--- config.mk ---
export PLATFORM = sky130hd
export DESIGN_NAME = write_back_pipe_flat
export DESIGN_NICKNAME = d
export VERILOG_FILES = /design/src/rtl/write_back_if.sv /design/src/rtl/write_back_pipe.sv /design/src/flat_wrapper.sv
export SDC_FILE = /design/constraint.sdc
export NUM_CORES = 1
export LEC_CHECK = 0
export ABC_AREA = 1
export CAP_MARGIN = 20
export CORE_MARGIN = 5
export CORE_UTILIZATION = 44
export CTS_CLUSTER_DIAMETER = 120
export CTS_CLUSTER_SIZE = 28
export DETAILED_ROUTE_END_ITERATION = 12
export PLACE_DENSITY = 0.86
export SLEW_MARGIN = 20
export SYNTH_ARGS = -nofsm -noshare
export SYNTH_HDL_FRONTEND = slang
export SYNTH_SLANG_ARGS = --single-unit
--- constraint.sdc ---
create_clock -name clk -period 2.5 [get_ports clk]
set_clock_uncertainty 0.2 [all_clocks]
set_input_delay 0.625 -clock clk [delete_from_list [all_inputs] [get_ports clk]]
set_output_delay 0.625 -clock clk [all_outputs]
set_load 0.005 [all_outputs]
--- src/rtl/write_back_if.sv ---
// Write-back stage bus: instruction fields from MEM, memory read return,
// upstream stall and register-file write port.
interface write_back_if #(
    parameter int DATA_W = 32,
    parameter int ADDR_W = 5
);
    localparam int OFF_W = $clog2(DATA_W / 8);

    logic              in_valid;
    logic              in_reg_wr_en;
    logic [1:0]        in_wb_sel;
    logic [1:0]        in_ld_size;
    logic              in_ld_unsigned;
    logic [OFF_W-1:0]  in_byte_off;
    logic [DATA_W-1:0] in_alu_result;
    logic [DATA_W-1:0] in_link_addr;
    logic [ADDR_W-1:0] in_reg_wr_addr;
    logic              flush;
    logic              mem_rd_valid;
    logic [DATA_W-1:0] mem_rd_data;
    logic              stall_out;
    logic              wb_reg_wr_en;
    logic [ADDR_W-1:0] wb_reg_wr_addr;
    logic [DATA_W-1:0] wb_reg_wr_data;

    modport master (
        output in_valid, in_reg_wr_en, in_wb_sel, in_ld_size, in_ld_unsigned,
               in_byte_off, in_alu_result, in_link_addr, in_reg_wr_addr,
               flush, mem_rd_valid, mem_rd_data,
        input  stall_out, wb_reg_wr_en, wb_reg_wr_addr, wb_reg_wr_data
    );

    modport slave (
        input  in_valid, in_reg_wr_en, in_wb_sel, in_ld_size, in_ld_unsigned,
               in_byte_off, in_alu_result, in_link_addr, in_reg_wr_addr,
               flush, mem_rd_valid, mem_rd_data,
        output stall_out, wb_reg_wr_en, wb_reg_wr_addr, wb_reg_wr_data
    );
endinterface

--- src/rtl/write_back_pipe.sv ---
// Write-back stage: selects ALU/LINK results directly, or waits for a load
// return, aligns and extends it, then issues one register-file write.
//
// state | meaning
// IDLE  | ready to capture an instruction; mem_rd_valid ignored
// WAIT  | load captured, holding upstream until mem_rd_valid
module write_back_pipe #(
    parameter int DATA_W = 32,
    parameter int ADDR_W = 5
) (
    input  logic        clk,
    input  logic        rst_n,
    write_back_if.slave bus
);
    localparam int OFF_W = $clog2(DATA_W / 8);

    typedef enum logic {IDLE = 1'b0, WAIT = 1'b1} state_t;

    state_t            state;
    state_t            state_nx;
    logic              capture;
    logic              is_load;
    logic              load_done;
    logic              in_wen;
    logic [1:0]        cap_size;
    logic              cap_uns;
    logic [OFF_W-1:0]  cap_off;
    logic              cap_wen;
    logic [ADDR_W-1:0] cap_addr;
    logic [OFF_W-1:0]  off_h;
    logic [OFF_W-1:0]  off_w;
    logic [DATA_W-1:0] ld_shift;
    logic [DATA_W-1:0] ld_mask;
    logic              ld_sign;
    logic [DATA_W-1:0] ld_data;

    assign capture   = (state == IDLE) && bus.in_valid && !bus.flush;
    assign is_load   = (bus.in_wb_sel == 2'b01);
    assign load_done = (state == WAIT) && bus.mem_rd_valid && !bus.flush;
    // Writes to register 0 are suppressed but the instruction still sequences.
    assign in_wen    = bus.in_reg_wr_en && (bus.in_reg_wr_addr != '0);
    // Misaligned low offset bits are simply dropped for half/word loads.
    assign off_h     = cap_off & ~OFF_W'(1);
    assign off_w     = cap_off & ~OFF_W'(3);

    // State register
    always_ff @(posedge clk) begin
        if (!rst_n) state <= IDLE;
        else        state <= state_nx;
    end

    // Next-state logic; flush always returns to IDLE
    always_comb begin
        state_nx = state;
        case (state)
            IDLE:    if (capture && is_load) state_nx = WAIT;
            WAIT:    if (bus.flush || bus.mem_rd_valid) state_nx = IDLE;
            default: state_nx = IDLE;
        endcase
    end

    // State-decoded outputs
    always_comb begin
        bus.stall_out = (state == WAIT);
    end

    // Load alignment and zero/sign extension from the captured load shape
    always_comb begin
        ld_shift = bus.mem_rd_data;
        ld_mask  = '1;
        ld_sign  = bus.mem_rd_data[DATA_W-1];
        case (cap_size)
            2'b00: begin
                ld_shift = bus.mem_rd_data >> {cap_off, 3'b000};
                ld_mask  = DATA_W'(8'hFF);
                ld_sign  = ld_shift[7];
            end
            2'b01: begin
                ld_shift = bus.mem_rd_data >> {off_h, 3'b000};
                ld_mask  = DATA_W'(16'hFFFF);
                ld_sign  = ld_shift[15];
            end
            2'b10: begin
                ld_shift = bus.mem_rd_data >> {off_w, 3'b000};
                ld_mask  = DATA_W'(32'hFFFF_FFFF);
                ld_sign  = ld_shift[31];
            end
            default: ;
        endcase
        ld_data = (ld_shift & ld_mask) | ((!cap_uns && ld_sign) ? ~ld_mask : '0);
    end

    // Capture registers and write port; address/data only move on a real write
    always_ff @(posedge clk) begin
        if (!rst_n) begin
            cap_size           <= '0;
            cap_uns            <= 1'b0;
            cap_off            <= '0;
            cap_wen            <= 1'b0;
            cap_addr           <= '0;
            bus.wb_reg_wr_en   <= 1'b0;
            bus.wb_reg_wr_addr <= '0;
            bus.wb_reg_wr_data <= '0;
        end else begin
            bus.wb_reg_wr_en <= 1'b0;
            if (capture) begin
                cap_size <= bus.in_ld_size;
                cap_uns  <= bus.in_ld_unsigned;
                cap_off  <= bus.in_byte_off;
                cap_wen  <= in_wen;
                cap_addr <= bus.in_reg_wr_addr;
                if (!is_load && in_wen) begin
                    bus.wb_reg_wr_en   <= 1'b1;
                    bus.wb_reg_wr_addr <= bus.in_reg_wr_addr;
                    bus.wb_reg_wr_data <= (bus.in_wb_sel == 2'b10) ?
                                          bus.in_link_addr : bus.in_alu_result;
                end
            end else if (load_done && cap_wen) begin
                bus.wb_reg_wr_en   <= 1'b1;
                bus.wb_reg_wr_addr <= cap_addr;
                bus.wb_reg_wr_data <= ld_data;
            end
        end
    end
endmodule

--- src/flat_wrapper.sv ---
// flat-port wrapper written by rule: the top's interface ports become plain ports
module write_back_pipe_flat 
#(
    parameter int DATA_W = 32,
    parameter int ADDR_W = 5
)
  (clk, rst_n, bus_in_valid, bus_in_reg_wr_en, bus_in_wb_sel, bus_in_ld_size, bus_in_ld_unsigned, bus_in_byte_off, bus_in_alu_result, bus_in_link_addr, bus_in_reg_wr_addr, bus_flush, bus_mem_rd_valid, bus_mem_rd_data, bus_stall_out, bus_wb_reg_wr_en, bus_wb_reg_wr_addr, bus_wb_reg_wr_data);
  write_back_if #(.DATA_W(DATA_W), .ADDR_W(ADDR_W)) bus_i ();
  input  logic clk;
  input  logic rst_n;
  input wire logic [$bits(bus_i.in_valid)-1:0] bus_in_valid;
  input wire logic [$bits(bus_i.in_reg_wr_en)-1:0] bus_in_reg_wr_en;
  input wire logic [$bits(bus_i.in_wb_sel)-1:0] bus_in_wb_sel;
  input wire logic [$bits(bus_i.in_ld_size)-1:0] bus_in_ld_size;
  input wire logic [$bits(bus_i.in_ld_unsigned)-1:0] bus_in_ld_unsigned;
  input wire logic [$bits(bus_i.in_byte_off)-1:0] bus_in_byte_off;
  input wire logic [$bits(bus_i.in_alu_result)-1:0] bus_in_alu_result;
  input wire logic [$bits(bus_i.in_link_addr)-1:0] bus_in_link_addr;
  input wire logic [$bits(bus_i.in_reg_wr_addr)-1:0] bus_in_reg_wr_addr;
  input wire logic [$bits(bus_i.flush)-1:0] bus_flush;
  input wire logic [$bits(bus_i.mem_rd_valid)-1:0] bus_mem_rd_valid;
  input wire logic [$bits(bus_i.mem_rd_data)-1:0] bus_mem_rd_data;
  output wire logic [$bits(bus_i.stall_out)-1:0] bus_stall_out;
  output wire logic [$bits(bus_i.wb_reg_wr_en)-1:0] bus_wb_reg_wr_en;
  output wire logic [$bits(bus_i.wb_reg_wr_addr)-1:0] bus_wb_reg_wr_addr;
  output wire logic [$bits(bus_i.wb_reg_wr_data)-1:0] bus_wb_reg_wr_data;
  assign bus_i.in_valid = bus_in_valid;
  assign bus_i.in_reg_wr_en = bus_in_reg_wr_en;
  assign bus_i.in_wb_sel = bus_in_wb_sel;
  assign bus_i.in_ld_size = bus_in_ld_size;
  assign bus_i.in_ld_unsigned = bus_in_ld_unsigned;
  assign bus_i.in_byte_off = bus_in_byte_off;
  assign bus_i.in_alu_result = bus_in_alu_result;
  assign bus_i.in_link_addr = bus_in_link_addr;
  assign bus_i.in_reg_wr_addr = bus_in_reg_wr_addr;
  assign bus_i.flush = bus_flush;
  assign bus_i.mem_rd_valid = bus_mem_rd_valid;
  assign bus_i.mem_rd_data = bus_mem_rd_data;
  assign bus_stall_out = bus_i.stall_out;
  assign bus_wb_reg_wr_en = bus_i.wb_reg_wr_en;
  assign bus_wb_reg_wr_addr = bus_i.wb_reg_wr_addr;
  assign bus_wb_reg_wr_data = bus_i.wb_reg_wr_data;
  write_back_pipe #(.DATA_W(DATA_W), .ADDR_W(ADDR_W)) u_core (.clk(clk), .rst_n(rst_n), .bus(bus_i));
endmodule
==> impl_metrics.env <==
export IMPL_grt_met1_usage=0.323
export IMPL_period_needed_ns=2.16
export IMPL_clock_root_buffer="sky130_fd_sc_hd__clkbuf_8"
export IMPL_setup_tns_ns=0
export IMPL_class_of_the_tightest_hold_or_removal_check="reg2reg"
export IMPL_share_of_cells_above_drive_strength_1=0.0692
export IMPL_clock_insertion_delay_worst_skew_ns=0.30
export IMPL_crit_path_max_fanout=19
export IMPL_i_o_pin_count=153
export IMPL_insertedDiodeCount=0
export IMPL_power_ir_vdd_worst_v=0.000316
export IMPL_cp_startpoint="bus_flush"
export IMPL_final_setup_viol_count=0
export IMPL_route_detailed_vias_per_inst=5.29
export IMPL_grtUsageTotal=0.257
export IMPL_synth_cells_most_frequent="120 x sky130_fd_sc_hd__nand2_1, 68 x sky130_fd_sc_hd__nor2_1, 64 x sky130_fd_sc_hd__a21oi_1, 62 x sky130_fd_sc_hd__o21ai_0, 50 x sky130_fd_sc_hd__dfxtp_1"
export IMPL_final_core_util=0.675
export IMPL_synth_area_leader_cell="sky130_fd_sc_hd__dfxtp_1"
export IMPL_synth_seq_cells=50
export IMPL_worst_ep_arrival_time_ns=2.14
export IMPL_synthTopCellsByArea="sky130_fd_sc_hd__dfxtp_1 32%, sky130_fd_sc_hd__nand2_1 14%, sky130_fd_sc_hd__a21oi_1 10%, sky130_fd_sc_hd__o21ai_0 9.8%, sky130_fd_sc_hd__nor2_1 8.1%"
export IMPL_grt_pass1_vias=3862
export IMPL_synth_edf_count=0
export IMPL_criticalPathCategory="in2reg"
export IMPL_drt_wl_total_um=11800
export IMPL_synthesis_instances=507
export IMPL_final_net_count=764
export IMPL_detailedRoute_firstIterationViolations=220
export IMPL_groute_layer_met3_usage=0.0478
export IMPL_top_usage_layer="met2"
export IMPL_vias=3962
export IMPL_hold_viol=0
export IMPL_ctsLongestPathBuffers=2
export IMPL_critical_path_required_ns=2.48
export IMPL_syn_mean_instance_area_um2=6.24
export IMPL_post_synth_top_area_fraction=0.316
export IMPL_unrepaired_setup_endpoints_after_global_routing="false"
export IMPL_powerDensity_mw_per_mm2=408
export IMPL_slew_viol_final=0
export IMPL_post_dp_cell_area_mm2=0.00474
export IMPL_design_core_area_mm2=0.00714
export IMPL_grt_remaining_overflow=0
export IMPL_worst_setup_path_end_kind="register"
export IMPL_leakagePower_nw=2.03
export IMPL_firstDrtPassIters=5
export IMPL_total_power_mw=1.97
export IMPL_cts_tree="built"
export IMPL_clk_pin_slew_ns=0.09
export IMPL_htree_num_levels=2
export IMPL_globalplace_congestion=0.932
export IMPL_routed_wire_length_per_instance_um=15.8
export IMPL_worst_setup_path_start_kind="input port"
export IMPL_finish_instance_area_mm2=0.00482
export IMPL_worst_slack_ns=0.343
export IMPL_worstReg2RegStart="u_core.cap_size[1]$_SDFFE_PN0P_"
export IMPL_timing_rr_end="u_core.bus.wb_reg_wr_data[8]$_SDFFE_PN0P_"
export IMPL_netlist_area_mm2=0.00317
export IMPL_post_cts_sizing_count=0
export IMPL_cts_hold_fix_buffers=0
export IMPL_ys_seq_area_frac=0.316
export IMPL_syn_num_nets=621
export IMPL_portBuffers=152
export IMPL_tightest_slew_ns=0.490
export IMPL_asyncSetResetFlopFracSynth=0
export IMPL_detail_route_drc_violations=0
export IMPL_clock_sinks=50
export IMPL_die_w_um=94.8
export IMPL_yosysMostFrequentCell="sky130_fd_sc_hd__nand2_1"
export IMPL_synth_ff_type="sky130_fd_sc_hd__dfxtp_1"
export IMPL_status="finished clean"
export IMPL_placement_setup_worst_slack_ns=0.0212
export IMPL_worst_r2r_cell_count=9
export IMPL_grt_max_degree=27
export IMPL_drv_cap=0
export IMPL_crit_path_end="u_core.bus.wb_reg_wr_data[28]$_SDFFE_PN0P_"
export IMPL_relSlewSlack=0.671
export IMPL_syn2layout_area_growth_pct=52.2
export IMPL_global_route_usage_met2=0.440
export IMPL_postCtsSetupBuffers=0
export IMPL_place_detailed_hpwl_um=9330
export IMPL_fin_crit_sh=0.863
export IMPL_start_util=0.444
export IMPL_floorplan_die_area_mm2=0.00899
export IMPL_cts_made_buffers=5
export IMPL_synth_cell_types=33
export IMPL_row_cnt=31
export IMPL_antenna_found_initial=0
export IMPL_grt_first_pass_wirelength_um=18500
export IMPL_yosys_warnings=0
export IMPL_setup_reg_to_reg_worst_slack_ns=0.58
export IMPL_final_antenna_net_count=0
export IMPL_clock_fmax_mhz=464
export IMPL_die_h_um=94.8
-- cell type report --
type                    count  area (um^2)
repair buffers            168         1640
clock inverters             1         7.51
flip-flops and latches     50         1000
fillers                   631         2320
multi-input cells         389         1830
clock buffers               6         72.6
inverters                  36          146
well taps                  99          124
-- worst min path at each step --
| stage | start | endpoint | slack, ns | depth (start not counted) |
|---|---|---|---|---|
| after floorplan | u_core.cap_wen$_SDFFE_PN0P_ | u_core.cap_wen$_SDFFE_PN0P_ | 0.25 | 2 |
| after global placement | u_core.cap_wen$_SDFFE_PN0P_ | u_core.cap_wen$_SDFFE_PN0P_ | 0.26 | 2 |
| after detailed placement | u_core.cap_wen$_SDFFE_PN0P_ | u_core.cap_wen$_SDFFE_PN0P_ | 0.27 | 2 |
| after CTS | u_core.cap_wen$_SDFFE_PN0P_ | u_core.cap_wen$_SDFFE_PN0P_ | 0.29 | 2 |
| after global routing | u_core.cap_wen$_SDFFE_PN0P_ | u_core.cap_wen$_SDFFE_PN0P_ | 0.33 | 2 |
| final | u_core.cap_wen$_SDFFE_PN0P_ | u_core.cap_wen$_SDFFE_PN0P_ | 0.29 | 2 |
-- per-layer routing --
metal,vias to the layer above,share of wire
met5,-,0
met4,0,0.024
met3,22,0.080
met2,176,0.49
met1,1819,0.40
li1,1945,-
-- sequential cells by signal (all words and copies together), names as in the netlist --
signal / flops
u_core.bus.wb_reg_wr_addr: 5
u_core.cap_size: 2
u_core.bus.wb_reg_wr_en: 1
u_core.bus.stall_out: 1
u_core.bus.wb_reg_wr_data: 32
u_core.cap_uns: 1
u_core.cap_wen: 1
u_core.cap_addr: 5
u_core.cap_off: 2
-- metrics by stage --
| stage | std cells | hold WS, ns |
|---|---|---|
| finish | 749 | 0.290 |
| floorplan | 507 | 0.246 |
| global placement | 742 | 0.261 |
| detailed placement | 742 | 0.275 |
| global route | 749 | 0.327 |
| CTS | 749 | 0.289 |
-- worst max-delay path: stages --
cell                              delay [ns]
sky130_fd_sc_hd__clkdlybuf4s50_1        0.45
sky130_fd_sc_hd__nor2_2                 0.16
sky130_fd_sc_hd__nand2_4                0.09
sky130_fd_sc_hd__inv_6                  0.15
sky130_fd_sc_hd__nand4_4                0.12
sky130_fd_sc_hd__nand2_4                0.12
sky130_fd_sc_hd__inv_2                  0.05
sky130_fd_sc_hd__buf_4                  0.18
sky130_fd_sc_hd__nor2_1                 0.11
sky130_fd_sc_hd__a21oi_1                0.09
-- cells in the final DEF, fill, tap and decap left out, types with 2 or more instances in the layout --
cell type                           n
sky130_fd_sc_hd__clkdlybuf4s50_1  152
sky130_fd_sc_hd__nand2_1          120
sky130_fd_sc_hd__nor2_1            68
sky130_fd_sc_hd__a21oi_1           64
sky130_fd_sc_hd__o21ai_0           62
sky130_fd_sc_hd__dfxtp_1           50
sky130_fd_sc_hd__o21ai_1           31
sky130_fd_sc_hd__inv_1             29
sky130_fd_sc_hd__buf_4             16
sky130_fd_sc_hd__nand3_1           12
sky130_fd_sc_hd__o21a_1             6
sky130_fd_sc_hd__or2_2              5
sky130_fd_sc_hd__clkbuf_8           5
sky130_fd_sc_hd__nand2_4            3
sky130_fd_sc_hd__inv_2              3
sky130_fd_sc_hd__nor2_4             3
sky130_fd_sc_hd__a22oi_1            3
sky130_fd_sc_hd__nand2_2            2
sky130_fd_sc_hd__a31oi_1            2
-- where the power goes --
group	internal, mW	switching [mW]	total, mW
clock	0.193	0.273	0.466
combinational	0.328	0.315	0.643
sequential	0.836	0.0229	0.859
-- kinds of logic after synthesis --
kind of cell / share of synthesized area
AOI/OAI and AO/OA: 0.280
buffers and inverters: 0.107
DFF: 0.316
and+or+nand+nor: 0.296
(Power assumes the default switching activity.)
